==> config.mk <==
export PLATFORM = sky130hd
export DESIGN_NAME = alu_integer_seq
export DESIGN_NICKNAME = d
export VERILOG_FILES = /design/src/rtl/alu_integer_seq.sv
export SDC_FILE = /design/constraint.sdc
export NUM_CORES = 1
export LEC_CHECK = 0
export ABC_CLOCK_PERIOD_IN_PS = 1800
export BUFFER_PORTS_ARGS = -buffer_cell sky130_fd_sc_hd__buf_2
export CORE_MARGIN = 2
export CORE_UTILIZATION = 40
export CTS_CLUSTER_SIZE = 40
export DETAILED_ROUTE_END_ITERATION = 12
export PLACE_DENSITY = 0.6
export SLEW_MARGIN = 0
export SYNTH_ARGS = -nofsm -noshare
export SYNTH_HDL_FRONTEND = slang
export SYNTH_SLANG_ARGS = --single-unit
==> constraint.sdc <==
create_clock -name CLK -period 1.8 [get_ports CLK]
set_clock_uncertainty 0.1 [all_clocks]
set_input_delay 0.09 -clock CLK [delete_from_list [all_inputs] [get_ports CLK]]
set_output_delay 0.09 -clock CLK [all_outputs]
set_load 0.01 [all_outputs]
==> src/rtl/alu_integer_seq.sv <==
// Registered integer ALU. Single-cycle ops complete one cycle after acceptance;
// multiply/divide/remainder iterate one bit per cycle behind a START/BUSY/DONE handshake.
module alu_integer_seq #(
  parameter int unsigned Width      = 32,
  parameter int unsigned ExtensionI = 0
) (
  input  logic             CLK,
  input  logic             RST,
  input  logic             START,
  input  logic [4:0]       SEL,
  input  logic [Width-1:0] RS1,
  input  logic [Width-1:0] RS2,
  output logic             BUSY,
  output logic             DONE,
  output logic [Width-1:0] RD
);

  localparam int unsigned ShW   = $clog2(Width);
  localparam bit          MulEn = (ExtensionI == 1) || (ExtensionI == 2);
  localparam bit          DivEn = (ExtensionI == 1);

  localparam logic [4:0] OpAdd  = 5'd0;
  localparam logic [4:0] OpSll  = 5'd1;
  localparam logic [4:0] OpSlt  = 5'd2;
  localparam logic [4:0] OpSltu = 5'd3;
  localparam logic [4:0] OpXor  = 5'd4;
  localparam logic [4:0] OpSrl  = 5'd5;
  localparam logic [4:0] OpOr   = 5'd6;
  localparam logic [4:0] OpAnd  = 5'd7;
  localparam logic [4:0] OpSub  = 5'd8;
  localparam logic [4:0] OpBeq  = 5'd12;
  localparam logic [4:0] OpSra  = 5'd13;

  typedef enum logic [1:0] {S_IDLE, S_MUL, S_DIV, S_FIX} state_e;

  state_e             state_q, state_d;
  logic [Width-1:0]   rd_q, rd_d;
  logic [Width-1:0]   b_q, b_d;        // multiplicand or divisor magnitude
  logic [2*Width-1:0] prod_q, prod_d;  // {hi, lo}: product, or {remainder, dividend/quotient}
  logic [ShW-1:0]     cnt_q, cnt_d;
  logic [4:0]         op_q, op_d;
  logic               neg_q, neg_d;    // product / quotient sign
  logic               rneg_q, rneg_d;  // remainder sign
  logic               done_q, done_d;

  logic [ShW-1:0]     shamt;
  logic               is_mul, is_div, s1_sgn, s2_sgn, a_neg, b_neg, ovf;
  logic [Width-1:0]   abs_a, abs_b, base_res, quo, rem;
  logic [Width:0]     mul_sum, div_shift, div_diff;
  logic [2*Width-1:0] prod_fix;

  // Operand decode, magnitudes and single-cycle results
  always_comb begin
    shamt  = RS2[ShW-1:0];
    is_mul = MulEn && (SEL[4:2] == 3'b110);
    is_div = DivEn && (SEL[4:2] == 3'b111);
    // Divide ops: signed when SEL[0]=0; multiplies: RS1 signed unless MULHU, RS2 only for MUL/MULH
    s1_sgn = SEL[2] ? !SEL[0] : (SEL[1:0] != 2'b11);
    s2_sgn = SEL[2] ? !SEL[0] : !SEL[1];
    a_neg  = s1_sgn && RS1[Width-1];
    b_neg  = s2_sgn && RS2[Width-1];
    abs_a  = a_neg ? -RS1 : RS1;
    abs_b  = b_neg ? -RS2 : RS2;
    ovf    = s1_sgn && (RS1 == {1'b1, {(Width-1){1'b0}}}) && (&RS2);
    case (SEL)
      OpAdd:   base_res = RS1 + RS2;
      OpSll:   base_res = RS1 << shamt;
      OpSlt:   base_res = {{(Width-1){1'b0}}, $signed(RS1) < $signed(RS2)};
      OpSltu:  base_res = {{(Width-1){1'b0}}, RS1 < RS2};
      OpXor:   base_res = RS1 ^ RS2;
      OpSrl:   base_res = RS1 >> shamt;
      OpOr:    base_res = RS1 | RS2;
      OpAnd:   base_res = RS1 & RS2;
      OpSub:   base_res = RS1 - RS2;
      OpBeq:   base_res = {{(Width-1){1'b0}}, RS1 == RS2};
      OpSra:   base_res = $signed(RS1) >>> shamt;
      default: base_res = '0;
    endcase
  end

  // Iteration datapath: shift-add multiply step, restoring divide step, sign fix-up
  always_comb begin
    mul_sum   = {1'b0, prod_q[2*Width-1:Width]} + (prod_q[0] ? {1'b0, b_q} : '0);
    div_shift = {prod_q[2*Width-1:Width], prod_q[Width-1]};
    div_diff  = div_shift - {1'b0, b_q};
    prod_fix  = neg_q ? -prod_q : prod_q;
    quo       = neg_q ? -prod_q[Width-1:0] : prod_q[Width-1:0];
    rem       = rneg_q ? -prod_q[2*Width-1:Width] : prod_q[2*Width-1:Width];
  end

  // Next-state and result selection
  always_comb begin
    state_d = state_q;
    rd_d    = rd_q;
    b_d     = b_q;
    prod_d  = prod_q;
    cnt_d   = cnt_q;
    op_d    = op_q;
    neg_d   = neg_q;
    rneg_d  = rneg_q;
    done_d  = 1'b0;
    case (state_q)
      S_IDLE: begin
        if (START) begin
          op_d  = SEL;
          cnt_d = '0;
          if (is_mul) begin
            b_d     = abs_a;
            prod_d  = {{Width{1'b0}}, abs_b};
            neg_d   = a_neg ^ b_neg;
            state_d = S_MUL;
          end else if (is_div) begin
            if (RS2 == '0) begin
              rd_d   = SEL[1] ? RS1 : '1;
              done_d = 1'b1;
            end else if (ovf) begin
              rd_d   = SEL[1] ? '0 : RS1;
              done_d = 1'b1;
            end else begin
              b_d     = abs_b;
              prod_d  = {{Width{1'b0}}, abs_a};
              neg_d   = a_neg ^ b_neg;
              rneg_d  = a_neg;
              state_d = S_DIV;
            end
          end else begin
            rd_d   = base_res;
            done_d = 1'b1;
          end
        end
      end
      S_MUL: begin
        prod_d = {mul_sum, prod_q[Width-1:1]};
        cnt_d  = cnt_q + 1'b1;
        if (cnt_q == ShW'(Width - 1)) state_d = S_FIX;
      end
      S_DIV: begin
        if (!div_diff[Width]) begin
          prod_d = {div_diff[Width-1:0], prod_q[Width-2:0], 1'b1};
        end else begin
          prod_d = {div_shift[Width-1:0], prod_q[Width-2:0], 1'b0};
        end
        cnt_d = cnt_q + 1'b1;
        if (cnt_q == ShW'(Width - 1)) state_d = S_FIX;
      end
      S_FIX: begin
        state_d = S_IDLE;
        done_d  = 1'b1;
        if (op_q[2]) begin
          rd_d = op_q[1] ? rem : quo;
        end else begin
          rd_d = (op_q[1:0] == 2'b00) ? prod_fix[Width-1:0] : prod_fix[2*Width-1:Width];
        end
      end
      default: state_d = S_IDLE;
    endcase
  end

  // State and datapath registers; reset aborts any operation in flight
  always_ff @(posedge CLK or negedge RST) begin
    if (!RST) begin
      state_q <= S_IDLE;
      rd_q    <= '0;
      b_q     <= '0;
      prod_q  <= '0;
      cnt_q   <= '0;
      op_q    <= '0;
      neg_q   <= 1'b0;
      rneg_q  <= 1'b0;
      done_q  <= 1'b0;
    end else begin
      state_q <= state_d;
      rd_q    <= rd_d;
      b_q     <= b_d;
      prod_q  <= prod_d;
      cnt_q   <= cnt_d;
      op_q    <= op_d;
      neg_q   <= neg_d;
      rneg_q  <= rneg_d;
      done_q  <= done_d;
    end
  end

  // Outputs
  always_comb begin
    BUSY = (state_q != S_IDLE);
    DONE = done_q;
    RD   = rd_q;
  end

endmodule

==> results of run 1 <==
## area by class of cell
cell class,instances,area [sq um]
timing repair buffer,753,5810
fill,2060,7340
clock inverter,2,12.5
inverter,101,445
tap,330,413
antenna,2,5.00
sequential,34,851
multi-input combinational,1217,10000
clock buffer,6,139
## cell usage after synthesis, types with 18 or more instances
cell / n
a211oi_1: 27
a21o_1: 18
a21oi_1: 146
a221oi_1: 22
buf_2: 23
clkbuf_1: 68
dfrtp_1: 34
ha_1: 103
inv_1: 97
mux2_2: 19
mux2i_1: 54
mux4_2: 24
nand2_1: 166
nand3_1: 30
nor2_1: 167
nor3_1: 34
o211ai_1: 26
o21ai_0: 98
## sequential cells by signal (all words and copies together) (netlist names)
name,count
state_q,1
DONE,1
RD,32
## repair_timing
item,CTS,global route
pin swaps,44,126
resized for setup,148,269
endpoints found under the hold margin,34,0
hold buffers,1,0
buffers inserted,25,51
setup endpoints to repair,32,32
## how the worst max path moves through the flow
stage | slack, ns | start | to | cells past startpoint
3_5_place_dp | -1.71 | RS2[0] | RD[2] | 11
2_1_floorplan | -0.99 | RS2[2] | RD[26] | 15
3_3_place_gp | -1.61 | RS2[0] | RD[2] | 11
5_1_grt | -0.99 | RS1[0] | RD[10] | 16
4_1_cts | -0.81 | RS2[0] | RD[22] | 12
6_report | -0.88 | RS1[0] | RD[20] | 15
## logic make-up (layout without fill, tap and decap cells)
logic type	count (synthesis)	in the layout	share of synthesized area, %
AOI/OAI and AO/OA	529	529	35.6
xor gates and xnor gates	17	17	1.47
adders and majority gates	105	105	13.1
buffers and inverters	207	862	8.33
DFF	34	34	8.40
muxes	98	98	12.9
other	1	3	0.0370
and+or+nand+nor	467	467	20.1
## power breakdown
group          internal [mW]  switching, mW  total (mW)
registers              0.782         0.0132       0.795
clock network          0.550          0.390       0.940
logic                   2.51           2.82        5.33
total                   3.84           3.23        7.07
## per-layer routing
metal / routed length, um / GRT usage, % / up-vias
li1: - / - / 6698
met1: 25000 / 59.2 / 7136
met2: 25600 / 63.2 / 963
met3: 7310 / 12.3 / 179
met4: 2430 / 13.7 / 2
met5: 13 / 0 / -
## worst register-to-register path: stages, from the launching register on
cell and delay (ns):
dfrtp_1 0.39, nor2_4 0.06, buf_4 0.15, a22oi_1 0.29, o221ai_1 0.17, a21oi_1 0.24, o21ai_0 0.12, a21oi_1 0.23
buf_4 0.17, a21oi_1 0.06
## metrics by stage
stage | setup TNS (ns) | hold slack (ns)
2_1_floorplan | -20.76 | -0.306
3_3_place_gp | -34.92 | 0.0699
3_5_place_dp | -36.03 | 0.0685
4_1_cts | -20.29 | 0.263
5_1_grt | -23.88 | 0.286
6_report | -21.69 | 0.269
==> run summary, run 1 <==
r2r setup slk: -0.30 ns
Setup-failing EPs final: 32
Synth Warn #: 0
number of global-route vias before repair: 13800
number of max-cap violations: 0
Initial Util: 40.4%
crit path max fanout: 3
CP Class: in -> reg
Hold Path Origin: START
die area: 26600 sq um
Syn Inst Count: 1458
# DRC: 0
post-layout net count: 2289
Avg Cell Area, Syn: 6.95 sq um
global-route wire length before repair: 84400 um
Pleak: 8.29 nW
DRT Wirelength: 60300 um
H-Tree Level Count: 2
pwr dens: 399 nW/um^2
HP Class: in -> reg
most common flop cell mapped by yosys: dfrtp_1
total CTS buffers: 5
routability cong.: 1.06
net count after synthesis: 1635
setup ws final: -0.877 ns
commonest non-fill, non-tap cell in the layout: buf_4
Buf/Inv on CP: 4
RSZ-0062 raised after global routing: true
arrival time worst endpoint: 2.73 ns
pre-CTS setup slack: -1.71 ns
area delta synth->final: 74.7%
clk slew on worst S/H paths: 0.07 ns
worst slew pin tran: 0.883 ns
io pins: 106
Port Buffer Count: 105
first-iteration detailed-routing DRC count: 1843
final hold vios: 0
Hold EP: RD[31]
Cell Chain, Critical Path: buf_8 -> inv_4 -> ha_4 -> fa_2 -> nor2_4 -> o311a_4 -> o41ai_4 -> buf_4 -> a211oi_4 -> o21ai_2 -> buf_4 -> o31ai_4 -> a32o_1 -> o22ai_1 -> a41oi_1
DR vias: 15000
total core area: 25000 sq um
initial antenna violation count: 3
Post-synth ARST share: 100%
# rows: 58
CP delay by family, top: compound AO/OA/AOI/OAI gates
Netlist cell types: 95
largest net degree at the start of global routing: 79
share of the synthesized area in the top cell type: 12.7%
Slew Viols, Final: 0
Period minus WS final: 2.68 ns
Hold Crit Depth: 5
CP max stage delay: 0.39 ns
post-DP HPWL: 47500 um
CP endpoint kind: register
Critical Path RT: 1.85 ns
Synth area leaders: ha_1 13%, dfrtp_1 8.4%, a21oi_1 7.2%
sequential element share of the synthesized area: 8.40%
maximum VDD drop: 0.707 mV
cell mode on critical path: buf_4
slew margin rel.: 41.1%
FF-to-FF path depth: 9
fmax: 374 MHz
chip height: 163 um
clock latency on the worst-skew pair: 0.28 ns
reg2reg start: state_q[0]
CTS tree: built
commonest non-fill, non-tap cells in the layout: 595 x buf_4, 156 x nand2_1, 146 x nor2_1, 108 x a21oi_1, 88 x buf_2
Worst R2R End: RD[12]
Power Total: 7.07 mW
clock tree buffer depth: 2
failing checks: negative setup slack
Die Wd: 163 um
Routed Antenna Nets: 0
WL per Instance: 24.7 um
grt total ovfl: 0
crit share post-route: 149%
run status: finished, violations left
Final Non-Filler Cells: 2445
CTS Sinks: 34
fin area: 17700 sq um
Cell Area, Placed: 15300 sq um
total global-route track usage: 42.6%
DR vias/cell: 6.13
DR pass1 iterations: 6
layout cell share with drive strength beyond 1: 50.5%
Root Driver: clkbuf_16
Worst path slowest cell: o41ai_4
Post-synth EDFFs: 0
final core occ: 70.7%
Post-Syn Area: 10100 sq um
#FFs+latches synth: 34
post-synth top area cell: ha_1
startpoint types: primary input
placed cells: 2374
Power figures use the tool's default switching activity.
==> run 2, diff against run 1 <==
Settings changed: ABC_CLOCK_PERIOD_IN_PS 1800 to 2700, RECOVER_POWER set to 25.
Clock period 1.8 ns to 2.7 ns, I/O delays scaled along.
==> run 2 against run 1 <==
Combinational power down 45%; via count down 8.1%; global-route usage fell by 2.2 points; routed wire length decreased by 7.4%; register-to-register slack improved by 0.86 ns; critical endpoint is now RD[26]; final area decreased by 15%; clock power is 15% lower; clock-buffer cell count is 1 lower; setup slack improved by 0.85 ns; largest power group unchanged; the run still ends with negative setup slack left.
==> run summary, run 2 (synthesis results as in run 1) <==
Slew Viols, Final: 0 (unchanged)
met2 usage: 62.1% (-1.2 points)
Die Wd: 163 um (unchanged)
CTS tree: built
failing checks: negative setup slack
die area: 26600 sq um (unchanged)
WHS: 0.201 ns (-0.0686 ns)
H-Tree Level Count: 2 (unchanged)
DR vias/cell: 6.15 (+0.35%)
startpoint types: primary input
CP endpoint kind: register
fin area: 15000 sq um (-15%)
slew margin rel.: 39.1% (-2.0 points)
largest net degree at the start of global routing: 85 (+7.6%)
run status: finished, violations left
arrival time worst endpoint: 2.82 ns (+0.09 ns)
Root Driver: clkbuf_16
RSZ-0062 raised after global routing: true
crit path max fanout: 3 (unchanged)
layout cell share with drive strength beyond 1: 36.9% (-14 points)
io pins: 106 (unchanged)
crit share post-route: 101%
GRT Max-Usage Layer: met2
# DRC: 0 (unchanged)
worst slew pin tran: 0.909 ns (+0.0258 ns)
Critical Path RT: 2.79 ns (+0.94 ns)
initial antenna violation count: 2 (-1)
clock latency on the worst-skew pair: 0.29 ns (about the same)
CP Class: in -> reg
Cell Area, Placed: 13900 sq um (-9.1%)
Final TNS setup: -0.0556 ns (+21.63 ns)
total CTS buffers: 5 (unchanged)
global-route wire length before repair: 80000 um (-5.1%)
fillers: 2468 (+20%)
placed cells: 2198 (-7.4%)
met1 Use GR: 56.3% (-2.9 points)
first-iteration detailed-routing DRC count: 1578 (-14%)
Pleak: 6.98 nW (-16%)
Worst R2R End: RD[12]
r2r setup slk: 0.56 ns (+0.86 ns)
fmax: 366 MHz
routability cong.: 1.04 (-1.8%)
CP startpoint: RS2[0]
Hold Path Origin: START
met3 Usage GRT: 10.3% (-2.1 points)
DRT Wirelength: 55900 um (-7.4%)
DR vias: 13800 (-8.1%)
Initial Util: 40.4% (unchanged)
CP Capture Point: RD[26]
total global-route track usage: 40.4% (-2.2 points)
clock tree buffer depth: 2 (unchanged)
CTS Sinks: 34 (unchanged)
maximum VDD drop: 0.405 mV (-43%)
reg2reg start: state_q[0]
max FFs per register: 32 (unchanged)
HP Class: in -> reg
pwr dens: 284 nW/um^2 (-29%)
total core area: 25000 sq um (unchanged)
DR pass1 iterations: 6 (unchanged)
grt total ovfl: 0 (unchanged)
Port Buffer Count: 105 (unchanged)
area delta synth->final: 48.5%
WL per Instance: 25.0 um (+1.2%)
setup ws final: -0.0288 ns (+0.848 ns)
Final Non-Filler Cells: 2238 (-8.5%)
number of max-cap violations: 0 (unchanged)
Routed Antenna Nets: 0 (unchanged)
commonest non-fill, non-tap cells in the layout: 425 x buf_4, 163 x nand2_1, 157 x nor2_1, 134 x a21oi_1, 88 x ha_1
Setup-failing EPs final: 2 (-94%)
clk slew on worst S/H paths: 0.06 ns (about the same)
final hold vios: 0 (unchanged)
commonest non-fill, non-tap cell in the layout: buf_4
Power Total: 4.26 mW (-40%)
post-DP HPWL: 45100 um (-5.0%)
post-layout net count: 2082 (-9.0%)
# rows: 58 (unchanged)
FF-to-FF path depth: 9 (unchanged)
chip height: 163 um (unchanged)
Period minus WS final: 2.73 ns
number of global-route vias before repair: 12900 (-6.8%)
run 2: worst min path at each step:
| stage | endpoint | slack, ns | cells after the start |
|---|---|---|---|
| after global routing | RD[25] | 0.21 | 4 |
| after detailed placement | RD[11] | 0.20 | 1 |
| after floorplan | DONE | -0.26 | 0 |
| after CTS | RD[25] | 0.20 | 4 |
| after global placement | RD[10] | 0.18 | 1 |
| final | RD[25] | 0.20 | 4 |
run 2: report_power, final:
part	total, mW	switching (mW)	leakage (nW)	internal (mW)
Combinational	2.94	1.64	6.42	1.29
Sequential	0.531	0.00939	0.466	0.521
Clock	0.797	0.265	0.0940	0.532
Total	4.26	1.92	6.98	2.35
run 2: cell type report:
cell class | count | area (sq um) | area share [%]
Inverter | 101 | 419 | 2.79
Antenna cell | 2 | 5.00 | 0.0333
Clock buffer | 5 | 125 | 0.832
Tap cell | 330 | 413 | 2.75
Sequential cell | 34 | 851 | 5.66
Multi-Input combinational cell | 1217 | 9110 | 60.6
Clock inverter | 3 | 68.8 | 0.458
Timing Repair Buffer | 546 | 4050 | 26.9
run 2: what timing repair did:
action	in CTS	in global routing
resized for setup	47	105
cloned	0	3
hold buffers	1	0
endpoints found under the setup margin	19	29
pin swaps	32	33
setup buffers	13	14
endpoints found under the hold margin	34	0
run 2: per-stage QoR:
stage / setup slack [ns] / util (%)
2_1_floorplan: -0.131 / -
3_3_place_gp: -0.434 / 55.6
3_5_place_dp: -0.444 / 55.6
4_1_cts: -0.0340 / 57.8
5_1_grt: -0.0623 / 60.0
6_report: -0.0288 / 60.1
run 2: critical path, stage by stage:
cell,delay (ns)
buf_8,0.10
ha_4,0.15
fa_2,0.36
a211oi_4,0.30
o211ai_1,0.21
a41o_1,0.28
a311o_1,0.42
a31oi_4,0.26
o21ai_2,0.08
a21oi_2,0.14
xor2_1,0.10
o311ai_2,0.27
run 2: routing by layer:
layer | up-vias | part of all wire [%]
met3 | 101 | 12
met1 | 6604 | 42
met5 | - | 0
met4 | 0 | 3.0
met2 | 780 | 43
li1 | 6273 | -
